<file path="src/rtl/logic_unit_arbiter.sv">
// Round-robin arbiter sharing one NOT/AND/OR/XOR unit among NUM_REQ requesters.
// Define LU_ARB_FIXED_PRIO_EN to get lowest-index-wins fixed priority instead.
module logic_unit_arbiter #(
   parameter int NUM_REQ = 4,
   parameter int WIDTH   = 8
) (
   input  logic                     clk,
   input  logic                     rst_n,
   input  logic [NUM_REQ-1:0]       req,
   input  logic [2*NUM_REQ-1:0]     op,
   input  logic [WIDTH*NUM_REQ-1:0] a,
   input  logic [WIDTH*NUM_REQ-1:0] b,
   output logic [NUM_REQ-1:0]       gnt,
   output logic [NUM_REQ-1:0]       done,
   output logic [WIDTH-1:0]         result,
   output logic                     busy
);

   localparam int IDX_W = $clog2(NUM_REQ);

   typedef enum logic [1:0] {IDLE, EXEC, DONE} state_t;

   state_t             state_q, state_d;
   logic [NUM_REQ-1:0] gnt_q, gnt_d;
   logic [NUM_REQ-1:0] done_q, done_d;
   logic [WIDTH-1:0]   result_q, result_d;
   logic [1:0]         op_q, op_d;
   logic [WIDTH-1:0]   a_q, a_d;
   logic [WIDTH-1:0]   b_q, b_d;
   logic [IDX_W-1:0]   win;
   logic [IDX_W-1:0]   cand_idx;
   logic               win_vld;
`ifndef LU_ARB_FIXED_PRIO_EN
   logic [IDX_W-1:0]   last_q, last_d;
   logic [IDX_W-1:0]   win_q, win_d;
`endif

   function automatic logic [WIDTH-1:0] lu_eval(input logic [1:0] f,
                                                input logic [WIDTH-1:0] x,
                                                input logic [WIDTH-1:0] y);
      logic [WIDTH-1:0] r;
      case (f)
         2'b00:   r = ~x;
         2'b01:   r = x & y;
         2'b10:   r = x | y;
         default: r = x ^ y;
      endcase
      return r;
   endfunction

   // Winner search; iterating from the far end lets the nearest candidate overwrite.
   always_comb begin
      win      = '0;
      cand_idx = '0;
      win_vld  = 1'b0;
`ifdef LU_ARB_FIXED_PRIO_EN
      for (int i = NUM_REQ-1; i >= 0; i--) begin
         cand_idx = IDX_W'(i);
         if (req[cand_idx]) begin
            win     = cand_idx;
            win_vld = 1'b1;
         end
      end
`else
      for (int k = NUM_REQ; k >= 1; k--) begin
         cand_idx = IDX_W'((int'(last_q) + k) % NUM_REQ);
         if (req[cand_idx]) begin
            win     = cand_idx;
            win_vld = 1'b1;
         end
      end
`endif
   end

   always_comb begin
      state_d  = state_q;
      gnt_d    = gnt_q;
      done_d   = done_q;
      result_d = result_q;
      op_d     = op_q;
      a_d      = a_q;
      b_d      = b_q;
`ifndef LU_ARB_FIXED_PRIO_EN
      last_d   = last_q;
      win_d    = win_q;
`endif
      case (state_q)
         IDLE: begin
            if (win_vld) begin
               gnt_d   = NUM_REQ'(1) << win;
               op_d    = op[2*int'(win) +: 2];
               a_d     = a[WIDTH*int'(win) +: WIDTH];
               b_d     = b[WIDTH*int'(win) +: WIDTH];
               state_d = EXEC;
`ifndef LU_ARB_FIXED_PRIO_EN
               win_d   = win;
`endif
            end
         end
         EXEC: begin
            result_d = lu_eval(op_q, a_q, b_q);
            done_d   = gnt_q;
            state_d  = DONE;
         end
         DONE: begin
            done_d  = '0;
            gnt_d   = '0;
            state_d = IDLE;
`ifndef LU_ARB_FIXED_PRIO_EN
            last_d  = win_q;
`endif
         end
         default: state_d = IDLE;
      endcase
   end

   always_ff @(posedge clk) begin
      if (!rst_n) begin
         state_q  <= IDLE;
         gnt_q    <= '0;
         done_q   <= '0;
         result_q <= '0;
`ifndef LU_ARB_FIXED_PRIO_EN
         last_q   <= IDX_W'(NUM_REQ-1);
         win_q    <= '0;
`endif
      end else begin
         state_q  <= state_d;
         gnt_q    <= gnt_d;
         done_q   <= done_d;
         result_q <= result_d;
`ifndef LU_ARB_FIXED_PRIO_EN
         last_q   <= last_d;
         win_q    <= win_d;
`endif
      end
   end

   // Operand latches carry no control meaning, so they skip reset.
   always_ff @(posedge clk) begin
      op_q <= op_d;
      a_q  <= a_d;
      b_q  <= b_d;
   end

   assign gnt    = gnt_q;
   assign done   = done_q;
   assign result = result_q;
   assign busy   = (state_q != IDLE);

endmodule
</file>
<file path="config.mk">
export PLATFORM = sky130hd
export DESIGN_NAME = logic_unit_arbiter
export DESIGN_NICKNAME = d
export VERILOG_FILES = /design/src/rtl/logic_unit_arbiter.sv
export SDC_FILE = /design/constraint.sdc
export NUM_CORES = 1
export LEC_CHECK = 0
export CORE_ASPECT_RATIO = 0.6
export CORE_MARGIN = 2
export CORE_UTILIZATION = 41
export DETAILED_ROUTE_END_ITERATION = 8
export GPL_TIMING_DRIVEN = 0
export PLACE_DENSITY = 0.77
export REMOVE_ABC_BUFFERS = 1
export SYNTH_ARGS = -nofsm -noshare
export SYNTH_HDL_FRONTEND = slang
export SYNTH_SLANG_ARGS = --single-unit
</file>
<file path="constraint.sdc">
create_clock -name clk -period 1.4 [get_ports clk]
set_clock_uncertainty 0.05 [all_clocks]
set_input_delay 0.28 -clock clk [delete_from_list [all_inputs] [get_ports clk]]
set_output_delay 0.28 -clock clk [all_outputs]
set_load 0.02 [all_outputs]
</file>
; Word level (Yosys, flattened, before mapping)
; Cells that the tools add are included.
[totals]
ff_bits = 40
inputBits = 78
[op_classes]
mux = 22
addsub = 4
shift = 4
n_lt_le_gt_ge = 4
eq_ne = 5
bitwise_logic = 4
n_reduce_logical = 7
[op_table]
columns = op, n
row1 = variable part select 32 x 6 -> 8 bit, 2
row2 = case mux 8 bit (3 select lines), 1
row3 = case mux 4 bit (2 select lines), 2
row4 = < comparator 2 x 3 -> 1 bit (second input constant), 4
row5 = 2-to-1 mux 2 bit, 5
row6 = bitwise AND 8 bit, 1
row7 = binary-select mux 1 bit (select 2 bit), 4
row8 = 2-to-1 mux 1 bit, 8
row9 = inverter 8 bit, 1
row10 = OR 8 bit, 1
row11 = variable part select 8 x 4 -> 2 bit, 1
row12 = XOR 8 bit, 1
row13 = nonzero test 2 bit, 3
row14 = adder 2 x 1 -> 2 bit (second input constant), 2
row15 = adder 2 bit (second input constant), 2
row16 = == test 2 x 1 -> 1 bit (second input constant), 2
row17 = == test 2 bit (second input constant), 2
row18 = zero test 2 bit, 2
row19 = 2-to-1 mux 4 bit, 1
row20 = case mux 2 bit (2 select lines), 1
row21 = AND reduction 2 bit, 2
row22 = left shift 1 x 2 -> 4 bit (first input constant), 1
row23 = != test 2 bit (second input constant), 1

; Longest topological paths before layout
; Gate-level depths: netlist of run 1.
[logic_depth]
word_depth = 10
mapped_depth = 7
mapped_depth_nobuf = 7

; Least setup slack after synthesis of run 1
; Ideal clock, no wire load.
[synth_timing]
path_kind = flip-flop to flip-flop
from = register last_q[1]
to = register a_q[5], data pin
stages_incl_launch_ff = 7
setup_ns = 0.262
path_buffers = 2
synth_period_minus_slack_ns = 1.588
path_slack_ns = -0.188
t_arrival_ns = 1.276
cell_sequence = dfxtp_1 -> nand2b_1 -> a31oi_2 -> buf_6 -> buf_8 -> mux2i_1 -> a21oi_1
[synth_via]
elab_chain_cells = 8
word_cells_on_any_way = 17
[synth_rtl]
columns = element, line_no
row1 = "start, declared", 34  ; logic [IDX_W-1:0] last_q, last_d;
row2 = "start signal, assigned", 124  ; last_q <= IDX_W'(NUM_REQ-1);
row3 = "start signal, assigned", 133  ; last_q <= last_d;
row4 = adder 2 x 1 -> 2 bit, 66  ; cand_idx = IDX_W'((int'(last_q) + k) % NUM_REQ);
row5 = binary-select mux 1 bit (select 2 bit), 67  ; if (req[cand_idx]) begin
row6 = 2-to-1 mux 1 bit (not written as such), 67
row7 = 2-to-1 mux 2 bit (3 in series), 67
row8 = 2-to-1 mux 2 bit *, 67
row9 = variable part select 32 x 6 -> 8 bit *, 92  ; a_d = a[WIDTH*int'(win) +: WIDTH];
row10 = "end signal, assigned", 142  ; a_q <= a_d;
row11 = "end, declared", 28  ; logic [WIDTH-1:0] a_q, a_d;
; Every way passes the cells marked *; elsewhere a longest branch is shown, timed or not. The select of a mux whose other input is x is not followed.
; A chain may end at the register's enable or synchronous reset.

; Worst setup path after layout of run 1
[layout_timing]
from = register last_q[0]
to = register a_q[0], data pin
; Same word-level chain as after synthesis.

==> results.md, run 1 <==
- WL final: 7954 um
- Commonest non-fill, non-tap cells in the layout: 73 x clkdlybuf4s50_1, 31 x nor2b_1, 25 x mux2i_1
- Main flop type after synthesis: dfxtp_1
- CTS tree: yes
- Area grow syn2layout: 69.29%
- Initial core utilization: 42.61%
- Mean Syn Cell Area: 9.452 um2
- Final Net Count: 507
- IR Drop Worst-Case VDD: 461.8 uV
- Worst hold start: win_q[0]
- Final HPWL DP: 4214 um
- CTS Buf Count: 5
- Status: finished, violations left
- Max-slew headroom at the worst pin: 51.90%
- Hold-fix buffers at CTS: 0
- Drt first pass iters: 4
- Async SR Flop Fraction: 0%
- Layout cells sized above 1: 26.65%
- Crit end category: flip-flop
- Crit path time final: 1.843 ns
- Initial antenna violation count: 0
- Most common cell after layout, fill and taps aside: clkdlybuf4s50_1
- Leak: 1.870 nW
- Antenna Nets Post-Route: 0
- Setup violators final: 25
- Flip-flop and latch count after synthesis: 40
- Startpoint Class: flip-flop
- Die Height: 66.01 um
- Synthesized cell area: 2628 um2
- Core Area: 6166 um2
- Post-synth top area share: 20.57%
- Crit-path slowest cell: dfxtp_4
- First-pass GRT wire length: 11,630 um
- Clk buf depth: 2
- PD cells: 941.8 nW/um2
- Pins Over Slew Limit: 0
- Final hold slack: 0.4108 ns
- DR vias: 2,540
- Worst path arrival time: 1.83 ns
- Largest net degree at the start of global routing: 23
- Worst EP required: 1.39 ns
- RSZ-0062 raised after global routing: true
- Part of the cycle the worst path needs: 131.7%
- Hold path depth: 2
- Dpl cell area: 3617 um2
- H-tree depth: 2
- # diodes: 0
- Final WS setup: -0.4434 ns
- Vias in the first global route: 2,414
- Cells after Synth: 278
- Yosys cell types: 33
- Post-route core utilization: 72.14%
- Clk slew on worst S/H paths: 0.08 ns
- GPL Wtd Cong: 0.7346
- Vias/cell: 5.152
- Total of max-cap violations: 0
- Biggest area consumer among synthesized cells: edfxtp_1
- Reg2Reg Launch Point: last_q[0]
- Die width: 107.4 um
- I/O pins: 95
- Clock latency on the worst-skew pair: 0.29 ns
- Drc violations: 0
- Hold Crit Class: flip-flop to flip-flop
- Synth top area cells: edfxtp_1 21%, dfxtp_1 17%, mux2i_1 11%, ha_1 10%, nor2b_1 7.4%
- Post-place setup slack: -1.302 ns
- Peak Freq: 542.5 MHz
- Iteration-0 DRC Markers: 92
- Hold Path End: win_q[0]
- Port Buffers: 94
- Depth of the most critical reg-to-reg path: 8
- Sequential area share after synthesis: 37.33%
- Total GRT Usage: 21.45%
- Crit-path max cell delay: 0.37 ns
- Fin. Hold Viols: 0
- Final instance area: 4448 um2
- Total clock sinks: 40
- Failing checks: negative setup slack
- YS warnings: 0
- Routed len/inst: 16.13 um
- Critical Path, Cell by Cell: nand3b_1 > a31oi_4 > buf_12 > buf_4 > clkbuf_16 > nor2b_1 > a211oi_2 > a21oi_1
- Rows: 22
- Reg-to-reg slack, setup: -0.44 ns
- Clk root buf: clkbuf_8
- Crit Path Category: flip-flop to flip-flop
- Total congestion overflow: 0
- Slew of the pin with the lowest slew margin: 0.7192 ns
- R2r endpoint: a_q[0]
- Worst-path maximum fanout: 7
- Die area: 7086 um2
- Post-synth EDFFs: 18
[worst max path at each step]
stage,cells past startpoint,end,start
after detailed placement,7,b_q[2],req[3]
after floorplan,4,a_q[0],last_q[1]
after global routing,8,a_q[0],last_q[0]
after CTS,6,a_q[0],last_q[1]
after global placement,5,b_q[3],req[3]
final,8,a_q[0],last_q[0]
[worst max-delay path: cells and delay by family, from the launching register on]
family | cells | cell delay (ns)
AO/OA/AOI/OAI | 3 | 0.44
buffers and inverters | 3 | 0.42
flip-flops | 1 | 0.37
AND/OR/NAND/NOR | 2 | 0.30
[flip-flops by register name (all words and copies together) (netlist names)]
| signal | cells |
|---|---|
| state_q | 2 |
| win_q | 2 |
| gnt | 4 |
| last_q | 2 |
| b_q | 8 |
| a_q | 8 |
| op_q | 2 |
| done | 4 |
| result | 8 |
[stage by stage]
step           power, mW  TNS [ns]  instances
6_report           4.189    -7.780        493
5_1_grt            4.423    -9.383        493
4_1_cts            3.875    -6.188        475
3_5_place_dp       2.831    -46.91        439
3_3_place_gp       2.769    -79.73        437
2_1_floorplan      2.299    -39.04        259
[Yosys cell counts, types with 2 or more instances]
cell type / number
buf_2: 6
nand2_1: 23
inv_1: 21
buf_6: 2
mux2i_1: 29
nand3b_1: 2
nor2_1: 5
a21boi_1: 4
edfxtp_1: 18
o211a_1: 6
dfxtp_1: 22
a32oi_1: 2
a21oi_1: 26
nand2b_1: 4
o211ai_1: 6
ha_1: 21
nand3_1: 2
buf_4: 2
a21boi_0: 2
clkbuf_1: 8
a211oi_1: 20
nor2b_1: 31
o21ai_0: 6
[cell type report]
cell class	instances	area [um2]
clock inverters	1	5.005
clock buffers	7	76.32
fillers	457	1718
well taps	84	105.1
repair inverters	1	7.507
flip-flops and latches	40	993.5
repair buffers	140	1473
multi-input cells	199	1698
inverters	21	90.09
[cell families (layout without fill, tap and decap cells)]
group / count (synthesis) / count (layout) / share of synthesized area [%]
buf+inv: 40 / 170 / 7.286
fa+ha+maj: 21 / 21 / 10.00
flops: 40 / 40 / 37.33
mux: 29 / 29 / 11.05
compound gates: 78 / 79 / 20.14
simple gates: 70 / 70 / 14.19
[layer usage]
metal	up-vias	global-route usage (%)	share of wire, %
li1	1245	-	-
met1	1203	26.21	45
met2	82	38.29	47
met3	10	5.911	7.1
met4	0	4.327	0.75
met5	-	0	0
[what timing repair did]
action	4_1_cts	5_1_grt
gates cloned	6	4
endpoints found under the hold margin	0	0
endpoints found under the setup margin	73	51
pin swaps	16	16
setup buffers	22	16
resized for setup	67	47
[power by group]
part	switching [mW]	leakage, nW	internal, mW
clock network	0.406	0.0422	0.350
logic	0.883	1.47	1.02
registers	0.115	0.358	1.42
total	1.40	1.87	2.79
No activity file was read; power rests on OpenSTA's default activity.
==> inputs of run 2 (changes only) <==
Settings changed: CORE_ASPECT_RATIO 0.6 to not set.
==> results.md, run 2 (synthesis results as in run 1) <==
- Status: finished, violations left
- Failing checks: negative setup slack
- Hold Crit Class: flip-flop to flip-flop
- Slew of the pin with the lowest slew margin: 0.6987 ns (-0.02053 ns)
- # diodes: 0 (unchanged)
- Rows: 29 (+32%)
- CTS Buf Count: 5 (unchanged)
- Max-slew headroom at the worst pin: 53.35% (+1.4 points)
- Total clock sinks: 40 (unchanged)
- FF/Latch Area: 993.5 um2 (unchanged)
- Clk buf depth: 2 (unchanged)
- PD cells: 945.7 nW/um2 (+0.42%)
- Die width: 84.06 um (-22%)
- Antenna Nets Post-Route: 0 (unchanged)
- Worst EP required: 1.39 ns (about the same)
- Clock latency on the worst-skew pair: 0.29 ns (about the same)
- Part of the cycle the worst path needs: 127.8% (-3.8 points)
- Fillers: 481 (+5.3%)
- Port Buffers: 94 (unchanged)
- Final Net Count: 501 (-1.2%)
- Final Non-Filler Cells: 480 (-2.6%)
- Pins Over Slew Limit: 0 (unchanged)
- Core Area: 6277 um2 (+1.8%)
- M1 wire length: 2725 um (-23%)
- Clk root buf: clkbuf_8
- Setup violators final: 34 (+36%)
- Crit-path max cell delay: 0.37 ns (about the same)
- Commonest non-fill, non-tap cells in the layout: 72 x clkdlybuf4s50_1, 30 x nor2b_1, 26 x mux2i_1
- WL final: 7011 um (-12%)
- Crit end category: flip-flop
- First-pass GRT wire length: 10,920 um (-6.1%)
- RSZ-0062 raised after global routing: true
- Largest net degree at the start of global routing: 28 (+22%)
- Crit path time final: 1.790 ns (-0.05367 ns)
- Vias/cell: 5.113 (-0.77%)
- Startpoint Class: flip-flop
- Vias in the first global route: 2,441 (+1.1%)
- Area used by multi-input combinational logic: 1693 um2 (-0.30%)
- CTS tree: yes
- Layout cells sized above 1: 24.57% (-2.1 points)
- Final WS setup: -0.3897 ns (+0.05367 ns)
- Crit-path slowest cell: dfxtp_4
- Drt first pass iters: 4 (unchanged)
- DR vias: 2,454 (-3.4%)
- IR Drop Worst-Case VDD: 547.7 uV (+19%)
- Leak: 1.881 nW (+0.59%)
- Dpl cell area: 3616 um2 (about the same)
- Die area: 7065 um2 (-0.30%)
- Final instance area: 4420 um2 (-0.62%)
- Clk slew on worst S/H paths: 0.08 ns (about the same)
- Max Used Layer: met4
- Die Height: 84.06 um (+27%)
- GPL Wtd Cong: 0.7064 (-3.8%)
- Peak Freq: 558.8 MHz (+3.0%)
- Total of max-cap violations: 0 (unchanged)
- Placed Cells: 432 (-1.6%)
- Most common cell after layout, fill and taps aside: clkdlybuf4s50_1
- Crit Path Category: flip-flop to flip-flop
- Post-route core utilization: 70.42% (-1.7 points)
- Fin. Hold Viols: 0 (unchanged)
- Initial core utilization: 41.86% (-0.76 points)
- H-tree depth: 2 (unchanged)
- Final HPWL DP: 4138 um (-1.8%)
- Total congestion overflow: 0 (unchanged)
- Total GRT Usage: 19.39% (-2.1 points)
- Area grow syn2layout: 68.24%
- Met3 WL: 376 um (-34%)
- Initial antenna violation count: 0 (unchanged)
- Routed len/inst: 14.61 um (-9.5%)
- Drc violations: 0 (unchanged)
- Iteration-0 DRC Markers: 56 (-39%)
- Critical Path, Cell by Cell: nand3b_1 > a31oi_4 > buf_4 > buf_6 > nor2b_1 > a211oi_2 > a21oi_2
- Met2 routed WL: 3706 um (-1.8%)
- Worst-path maximum fanout: 4 (-3)
- Worst path arrival time: 1.78 ns (-0.05 ns)
- I/O pins: 95 (unchanged)
run 2: final timing paths:
| kind | start | slack [ns] | end | depth (start not counted) |
|---|---|---|---|---|
| worst min-delay path | win_q[0] | 0.41 | win_q[0] | 2 |
| worst max-delay path | last_q[0] | -0.39 | a_q[0] | 7 |
| worst min register to register | win_q[0] | 0.41 | win_q[0] | 2 |
| worst max register to register | last_q[0] | -0.39 | a_q[0] | 7 |
run 2: power breakdown:
group	internal, mW	total, mW	switching, mW
combinational	0.979	1.79	0.810
clock	0.457	0.860	0.403
sequential	1.42	1.53	0.114
total	2.85	4.18	1.33
run 2: layout make-up:
class | instances | share of cell area (%)
multi-input cells | 199 | 38.30
repair buffers | 133 | 32.30
flip-flops and latches | 40 | 22.47
well taps | 77 | 2.179
clock buffers | 6 | 2.123
inverters | 21 | 2.038
repair inverters | 2 | 0.3397
clock inverters | 2 | 0.2547
run 2: timing repair:
item / 4_1_cts / 5_1_grt
setup endpoints to repair: 73 / 52
buffers inserted: 19 / 15
pin swaps: 23 / 9
hold buffers: 0 / 0
resized for setup: 66 / 42
gates cloned: 5 / 3
run 2: critical path: cells and delay by family (launching register included):
family,cells,cell delay [ns]
buffers and inverters,2,0.26
DFF,1,0.37
and+or+nand+nor,2,0.26
AOI/OAI and AO/OA,3,0.61
run 2: per-layer routing:
| layer | up-vias | global-route usage (%) |
|---|---|---|
| li1 | 1243 | - |
| met2 | 86 | 36.94 |
| met4 | 0 | 6.158 |
| met3 | 10 | 5.045 |
| met5 | - | 0 |
| met1 | 1115 | 20.47 |
run 2: metrics by stage:
| stage | power [mW] | hold slack, ns | TNS, ns | setup WS [ns] |
|---|---|---|---|---|
| 2_1_floorplan | 2.299 | 0.2919 | -39.04 | -1.592 |
| 3_3_place_gp | 2.757 | 0.3914 | -79.32 | -2.666 |
| 3_5_place_dp | 2.835 | 0.4039 | -45.50 | -1.256 |
| 4_1_cts | 4.013 | 0.4151 | -6.291 | -0.3221 |
| 5_1_grt | 4.440 | 0.4378 | -10.25 | -0.4660 |
| 6_report | 4.181 | 0.4106 | -7.797 | -0.3897 |
